## src/rtl/mpc_seq_pkg.sv

```systemverilog
// Shared types and default dimensions for the mpc program sequencer.
package mpc_seq_pkg;

  localparam int unsigned MPC_IW    = 18;
  localparam int unsigned MPC_OW    = 9;
  localparam int unsigned MPC_DEPTH = 16;
  localparam int unsigned MPC_AW    = 4;

  typedef enum logic [2:0] {
    S_IDLE  = 3'd0,
    S_ISSUE = 3'd1,
    S_CAPT  = 3'd2,
    S_HOLD  = 3'd3,
    S_DONE  = 3'd4
  } state_e;

endpackage

```

## src/rtl/mpc_seq_pbuf.sv

```systemverilog
// Program buffer: DEPTH x IW register file, synchronous write, combinational read, no reset.
module mpc_seq_pbuf #(
  parameter int unsigned IW    = 18,
  parameter int unsigned DEPTH = 16,
  parameter int unsigned AW    = 4
) (
  input  logic          clk,
  input  logic          we,
  input  logic [AW-1:0] waddr,
  input  logic [IW-1:0] wdata,
  input  logic [AW-1:0] raddr,
  output logic [IW-1:0] rdata
);

  logic [IW-1:0] mem [DEPTH];

  always_ff @(posedge clk) begin
    if (we) mem[waddr] <= wdata;
  end

  assign rdata = mem[raddr];

endmodule

```

## src/rtl/mpc_seq.sv

```systemverilog
// Program sequencer for the mpc unit: issues buffered instructions and streams results.
// Optional multi-pass looping is enabled by defining MPC_SEQ_LOOP_EN.
module mpc_seq
  import mpc_seq_pkg::*;
#(
  parameter int unsigned IW    = MPC_IW,
  parameter int unsigned OW    = MPC_OW,
  parameter int unsigned DEPTH = MPC_DEPTH,
  parameter int unsigned AW    = MPC_AW
) (
  input  logic          clk,
  input  logic          rst_n,
  input  logic          wr_en,
  input  logic [AW-1:0] wr_addr,
  input  logic [IW-1:0] wr_data,
  input  logic          start,
  input  logic [AW:0]   prog_len,
`ifdef MPC_SEQ_LOOP_EN
  input  logic [7:0]    loop_cnt,
`endif
  input  logic          abort,
  output logic          busy,
  output logic          done,
  output logic [IW-1:0] mpc_instr,
  input  logic [OW-1:0] mpc_out,
  output logic          res_valid,
  input  logic          res_ready,
  output logic [OW-1:0] res_data,
  output logic [AW-1:0] res_idx
);

  localparam logic [AW:0] DEPTH_L = (AW+1)'(DEPTH);

  state_e        state_q, state_d;
  logic [AW-1:0] pc_q, pc_d;
  logic [AW:0]   len_q, len_d;
  logic [IW-1:0] instr_q, instr_d;
  logic          rv_q, rv_d;
  logic [OW-1:0] rd_q, rd_d;
  logic [AW-1:0] ri_q, ri_d;
  logic          zdone_q, zdone_d;
  logic          pbuf_we;
  logic [IW-1:0] pbuf_rdata;
  logic          last_pc;
  logic          loops_left;
  logic          hs;
  logic [AW:0]   len_in;

`ifdef MPC_SEQ_LOOP_EN
  logic [7:0] loop_q, loop_d;
  assign loops_left = (loop_q != '0);
`else
  assign loops_left = 1'b0;
`endif

  assign len_in  = (prog_len > DEPTH_L) ? DEPTH_L : prog_len;
  assign last_pc = ({1'b0, pc_q} == (len_q - 1'b1));
  assign hs      = rv_q && res_ready;

  mpc_seq_pbuf #(
    .IW    (IW),
    .DEPTH (DEPTH),
    .AW    (AW)
  ) u_pbuf (
    .clk   (clk),
    .we    (pbuf_we),
    .waddr (wr_addr),
    .wdata (wr_data),
    .raddr (pc_q),
    .rdata (pbuf_rdata)
  );

  always_ff @(posedge clk or negedge rst_n) begin
    if (!rst_n) begin
      state_q <= S_IDLE;
      pc_q    <= '0;
      len_q   <= '0;
      instr_q <= '0;
      rv_q    <= 1'b0;
      rd_q    <= '0;
      ri_q    <= '0;
      zdone_q <= 1'b0;
`ifdef MPC_SEQ_LOOP_EN
      loop_q  <= '0;
`endif
    end else begin
      state_q <= state_d;
      pc_q    <= pc_d;
      len_q   <= len_d;
      instr_q <= instr_d;
      rv_q    <= rv_d;
      rd_q    <= rd_d;
      ri_q    <= ri_d;
      zdone_q <= zdone_d;
`ifdef MPC_SEQ_LOOP_EN
      loop_q  <= loop_d;
`endif
    end
  end

  always_comb begin
    state_d = state_q;
    unique case (state_q)
      S_IDLE:  if (start && (prog_len != '0)) state_d = S_ISSUE;
      S_ISSUE: state_d = S_CAPT;
      S_CAPT:  state_d = S_HOLD;
      S_HOLD:  if (hs) state_d = (last_pc && !loops_left) ? S_DONE : S_ISSUE;
      S_DONE:  state_d = S_IDLE;
      default: state_d = S_IDLE;
    endcase
    // abort dominates everything, including a start seen in the same IDLE cycle
    if (abort) state_d = S_IDLE;
  end

  always_comb begin
    pc_d    = pc_q;
    len_d   = len_q;
    instr_d = instr_q;
    rv_d    = rv_q;
    rd_d    = rd_q;
    ri_d    = ri_q;
    zdone_d = 1'b0;
`ifdef MPC_SEQ_LOOP_EN
    loop_d  = loop_q;
`endif
    unique case (state_q)
      S_IDLE: begin
        if (start && !abort) begin
          if (prog_len == '0) begin
            zdone_d = 1'b1;
          end else begin
            len_d = len_in;
            pc_d  = '0;
`ifdef MPC_SEQ_LOOP_EN
            loop_d = loop_cnt;
`endif
          end
        end
      end
      S_ISSUE: instr_d = pbuf_rdata;
      S_CAPT: begin
        rd_d = mpc_out;
        ri_d = pc_q;
        rv_d = 1'b1;
      end
      S_HOLD: begin
        if (hs) begin
          rv_d = 1'b0;
          if (!last_pc) begin
            pc_d = pc_q + AW'(1);
          end else if (loops_left) begin
            pc_d = '0;
`ifdef MPC_SEQ_LOOP_EN
            loop_d = loop_q - 8'd1;
`endif
          end
        end
      end
      default: ;
    endcase
    if (abort && (state_q != S_IDLE)) begin
      rv_d = 1'b0;
      pc_d = '0;
    end
  end

  always_comb begin
    busy    = (state_q != S_IDLE);
    done    = (state_q == S_DONE) || zdone_q;
    pbuf_we = wr_en && (state_q == S_IDLE);
  end

  assign mpc_instr = instr_q;
  assign res_valid = rv_q;
  assign res_data  = rd_q;
  assign res_idx   = ri_q;

endmodule

```

## config.mk

```make
export PLATFORM = sky130hd
export DESIGN_NAME = mpc_seq
export DESIGN_NICKNAME = d
export VERILOG_FILES = /design/src/rtl/mpc_seq_pkg.sv /design/src/rtl/mpc_seq_pbuf.sv /design/src/rtl/mpc_seq.sv
export SDC_FILE = /design/constraint.sdc
export NUM_CORES = 1
export LEC_CHECK = 0
export ABC_AREA = 1
export CAP_MARGIN = 20
export CELL_PAD_IN_SITES_DETAIL_PLACEMENT = 1
export CELL_PAD_IN_SITES_GLOBAL_PLACEMENT = 2
export CORE_ASPECT_RATIO = 0.5
export CORE_MARGIN = 2
export CORE_UTILIZATION = 46
export CTS_BUF_LIST = sky130_fd_sc_hd__clkbuf_4
export CTS_CLUSTER_DIAMETER = 40
export DETAILED_ROUTE_END_ITERATION = 10
export PLACE_DENSITY = 0.9
export SYNTH_ARGS = -nofsm -noshare
export SYNTH_HDL_FRONTEND = slang
export SYNTH_SLANG_ARGS = --single-unit
```

## constraint.sdc

```tcl
create_clock -name clk -period 3.8 [get_ports clk]
set_input_delay 0.76 -clock clk [delete_from_list [all_inputs] [get_ports clk]]
set_output_delay 0.76 -clock clk [all_outputs]
set_load 0.02 [all_outputs]
```

==> impl_metrics.xml <==
<?xml version="1.0" encoding="UTF-8"?>
<metrics>
  <group name="sta">
    <metric name="finClkSkew" unit="ps">48.3</metric>
    <metric name="finalWorstSetupSlack" unit="ps">949</metric>
    <metric name="final.min_clock_period" unit="ps">2850</metric>
    <metric name="report.final.slew_viol_count" unit="">0</metric>
    <metric name="fin_tns_setup" unit="ps">0</metric>
    <metric name="timing.slew.headroom" unit="">0.371</metric>
    <metric name="finalSetupViolations" unit="">0</metric>
    <metric name="fmax_achieved" unit="MHz">351</metric>
    <metric name="period_share" unit="">0.750</metric>
    <metric name="worst-slew-pin-transition" unit="ps">940</metric>
    <metric name="final_hold_viol_count" unit="">0</metric>
    <metric name="rsz0062_at_grt" unit="">no</metric>
  </group>
  <group name="routing">
    <metric name="drt_pass1_iterations" unit="">5</metric>
    <metric name="initialDrtViolationCount" unit="">955</metric>
    <metric name="detail_route.wl_per_cell" unit="um">22.8</metric>
    <metric name="final_antenna_net_count" unit="">0</metric>
    <metric name="drc_errors" unit="">0</metric>
    <metric name="via_count" unit="">9618</metric>
    <metric name="vias_per_cell" unit="">5.58</metric>
    <metric name="drt-total-wl" unit="um">39300</metric>
  </group>
  <group name="synthesis">
    <metric name="yosys_warnings" unit="">0</metric>
    <metric name="synth_area_leader_cell" unit="">sky130_fd_sc_hd__edfxtp_1</metric>
    <metric name="mapped_nets" unit="">1196</metric>
    <metric name="synthMuxAreaShare" unit="">0.00753</metric>
    <metric name="syn-instance-count" unit="">1152</metric>
    <metric name="post_synth_xor_area_fraction" unit="">0.00130</metric>
    <metric name="synth_area" unit="um^2">13500</metric>
    <metric name="fraction_of_synthesis_flops_using_an_asynchronous_set_or_reset_pin" unit="">0.135</metric>
    <metric name="synth_enable_flop_cells" unit="">288</metric>
    <metric name="post_synth.cell_area_avg" unit="um^2">11.7</metric>
    <metric name="largest_family_of_logic_cells_by_synthesized_area" unit="">simple AND/OR/NAND/NOR gates</metric>
    <metric name="dominant_cell_by_count_in_the_synthesized_netlist" unit="">sky130_fd_sc_hd__nand2_1</metric>
    <metric name="synth-compound-area-share" unit="">0.0281</metric>
    <metric name="synth_sequential_area_ratio" unit="">0.726</metric>
    <metric name="dominantRegCellSynth" unit="">sky130_fd_sc_hd__edfxtp_1</metric>
    <metric name="synth.ff_latch_count" unit="">333</metric>
    <metric name="synth.lib_cells_used.distinct" unit="">31</metric>
    <metric name="yosysTopAreaCellShare" unit="">0.642</metric>
    <metric name="yosys-top-cells-count" unit="">sky130_fd_sc_hd__nand2_1 (381), sky130_fd_sc_hd__edfxtp_1 (288), sky130_fd_sc_hd__nand3_1 (224), sky130_fd_sc_hd__dfrtp_1 (45), sky130_fd_sc_hd__nor2_1 (39)</metric>
    <metric name="synth.top_cells.by_area" unit="">sky130_fd_sc_hd__edfxtp_1 (64%), sky130_fd_sc_hd__nand2_1 (11%), sky130_fd_sc_hd__dfrtp_1 (8.4%)</metric>
    <metric name="synth_simple_gate_area_frac" unit="">0.208</metric>
    <metric name="yosys.area_share.adder" unit="">0.00186</metric>
  </group>
  <group name="power">
    <metric name="power.density" unit="nW/um^2">607</metric>
    <metric name="p_sw_frac" unit="">0.317</metric>
    <metric name="cellLeakagePower" unit="nW">5.94</metric>
    <metric name="power.share.combinational" unit="">0.232</metric>
    <metric name="irDropWorstVdd" unit="V">0.000289</metric>
    <metric name="netSwitchingPower" unit="mW">3.02</metric>
    <metric name="internal_power" unit="mW">6.53</metric>
    <metric name="pwr-share-clk" unit="">0.306</metric>
    <metric name="p_seq_frac" unit="">0.462</metric>
  </group>
  <group name="setup_path">
    <metric name="worstSetupStartpointType" unit="">register</metric>
    <metric name="crit_path_max_fanout" unit="">5</metric>
    <metric name="cp.required" unit="ps">3040</metric>
    <metric name="crit_arrival" unit="ps">2090</metric>
    <metric name="worst_setup_path_end_kind" unit="">output port</metric>
    <metric name="timing.setup.critical_path_class" unit="">register to output port</metric>
  </group>
  <group name="global_routing">
    <metric name="antenna_found_initial" unit="">2</metric>
    <metric name="grt_pass1_vias" unit="">10035</metric>
    <metric name="grt_start_max_net_pins" unit="">76</metric>
    <metric name="grt_overflow_total" unit="">0</metric>
    <metric name="use_met2" unit="">0.394</metric>
    <metric name="global_route.usage.met3" unit="">0.0588</metric>
    <metric name="grt_first_pass_wirelength" unit="um">59800</metric>
    <metric name="met1_resource_use_gr" unit="">0.381</metric>
    <metric name="top_usage_layer" unit="">met2</metric>
    <metric name="track_usage" unit="">0.264</metric>
  </group>
  <group name="clock_network">
    <metric name="h-tree-depth" unit="">3</metric>
    <metric name="clkLatencyLatePin" unit="ps">770</metric>
    <metric name="numClockSinks" unit="">333</metric>
    <metric name="tritoncts" unit="">done</metric>
    <metric name="path_clk_slew" unit="ps">60</metric>
    <metric name="clock-root-buffer" unit="">sky130_fd_sc_hd__clkbuf_4</metric>
    <metric name="cts_made_buffers" unit="">77</metric>
    <metric name="cts_max_path_buffers" unit="">3</metric>
  </group>
  <group name="hold_path">
    <metric name="hold_path.class" unit="">register to register</metric>
  </group>
  <group name="finish">
    <metric name="flow.area_growth_from_synthesis" unit="%">16.9</metric>
    <metric name="design.final.nets" unit="">1316</metric>
    <metric name="layout-drive-gt1-share" unit="">0.149</metric>
    <metric name="postLayoutCoreUtil" unit="">0.545</metric>
  </group>
  <group name="placement">
    <metric name="place_ws" unit="ps">815</metric>
    <metric name="globalplace.congestion" unit="">0.794</metric>
    <metric name="detailed_place_hpwl" unit="um">24500</metric>
    <metric name="place.port_buffers" unit="">75</metric>
  </group>
  <group name="floorplan">
    <metric name="floorplan.die.width" unit="um">246</metric>
    <metric name="die_height" unit="um">125</metric>
    <metric name="start_util" unit="">0.466</metric>
    <metric name="core.rowCount" unit="">44</metric>
    <metric name="die_area" unit="um^2">30700</metric>
    <metric name="core_area" unit="um^2">28900</metric>
    <metric name="design.portCount" unit="">76</metric>
  </group>
  <group name="run_status">
    <metric name="run_status" unit="">completed</metric>
  </group>
  <group name="job">
    <metric name="number_of_max_capacitance_violations_reported" unit="">0</metric>
  </group>
</metrics>
==> per-layer routing <==
layer	up-vias	wire length [um]
li1	4321	-
met1	4820	17700
met2	402	17600
met3	75	2990
met4	0	998
met5	-	0
==> power by group through the flow <==
stage | clock network [mW] | logic, mW | registers (mW)
floorplan | 0 | 1.14 | 4.62
global placement | 0 | 2.12 | 4.48
detailed placement | 0 | 2.21 | 4.49
CTS | 2.98 | 2.22 | 4.42
global route | 3.15 | 2.43 | 4.45
finish | 2.92 | 2.21 | 4.42
==> cell usage in the layout, fill, tap and decap left out, types with 8 or more instances in the layout <==
cell / n
sky130_fd_sc_hd__nor2_2: 17
sky130_fd_sc_hd__clkinv_1: 10
sky130_fd_sc_hd__mux2_2: 9
sky130_fd_sc_hd__o21ai_0: 19
sky130_fd_sc_hd__edfxtp_1: 288
sky130_fd_sc_hd__dfrtp_1: 43
sky130_fd_sc_hd__inv_2: 8
sky130_fd_sc_hd__inv_1: 19
sky130_fd_sc_hd__clkbuf_4: 123
sky130_fd_sc_hd__a21oi_1: 19
sky130_fd_sc_hd__a2bb2oi_1: 17
sky130_fd_sc_hd__nand3_1: 224
sky130_fd_sc_hd__buf_4: 24
sky130_fd_sc_hd__nand2_1: 381
sky130_fd_sc_hd__clkdlybuf4s50_1: 74
sky130_fd_sc_hd__nor2_1: 23
==> final timing paths <==
kind | cells past startpoint | end | slack [ps] | from
worst max-delay path | 5 | busy | 950 | state_q[1]$_DFFE_PN0P_
worst min-delay path | 2 | res_idx[2]$_DFFE_PN0N_ | 490 | res_idx[2]$_DFFE_PN0N_
worst max register to register | 8 | u_pbuf.mem[5][16]$_DFFE_PP_ | 1260 | state_q[1]$_DFFE_PN0P_
worst min register to register | 2 | res_idx[2]$_DFFE_PN0N_ | 490 | res_idx[2]$_DFFE_PN0N_
max in group asynchronous | 3 | pc_q[0]$_DFFE_PN0P_ | 2360 | rst_n
min in group asynchronous | 2 | mpc_instr[0]$_DFFE_PN0P_ | 570 | rst_n
==> metrics by stage <==
stage	area [um^2]	hold WS, ps	std cells	power, mW
finish	15700	487	1725	9.55
global route	15700	524	1725	10.0
CTS	15700	493	1723	9.62
detailed placement	14700	476	1583	6.70
global placement	14700	470	1583	6.60
floorplan	13500	464	1152	5.76
==> kinds of logic (layout without fill, tap and decap cells) <==
group	count (synthesis)	after routing
simple gates	657	657
flops	333	333
buf+inv	88	268
compound gates	61	61
mux	9	9
fa+ha+maj	2	2
xor+xnor	2	2
other cells	0	2
==> state kept, by name (all words and copies together), names as in the netlist <==
name / cells
res_data: 9
u_pbuf.mem: 288
zdone_q: 1
mpc_instr: 18
res_idx: 4
len_q: 5
res_valid: 1
pc_q: 4
state_q: 3
==> area by class of cell <==
class | instances | area (um^2)
antenna | 2 | 5.00
multi-input combinational | 731 | 3360
fill | 3038 | 13200
timing repair buffer | 104 | 1020
sequential | 333 | 9780
inverter | 25 | 96.3
tap | 391 | 489
clock inverter | 16 | 72.6
clock buffer | 123 | 923
==> timing repair <==
action / 4_1_cts / 5_1_grt
buffers inserted: 0 / 0
setup endpoints to repair: 0 / 0
hold buffers: 1 / 0
resized for setup: 0 / 0
endpoints found under the hold margin: 10 / 0
==> worst max-delay path, stage by stage, from the launching register on <==
cell	delay, ps
sky130_fd_sc_hd__dfrtp_1	460
sky130_fd_sc_hd__inv_2	70
sky130_fd_sc_hd__nand2_1	80
sky130_fd_sc_hd__nor2_2	40
sky130_fd_sc_hd__inv_2	90
sky130_fd_sc_hd__clkdlybuf4s50_1	600
(Power assumes the default switching activity.)
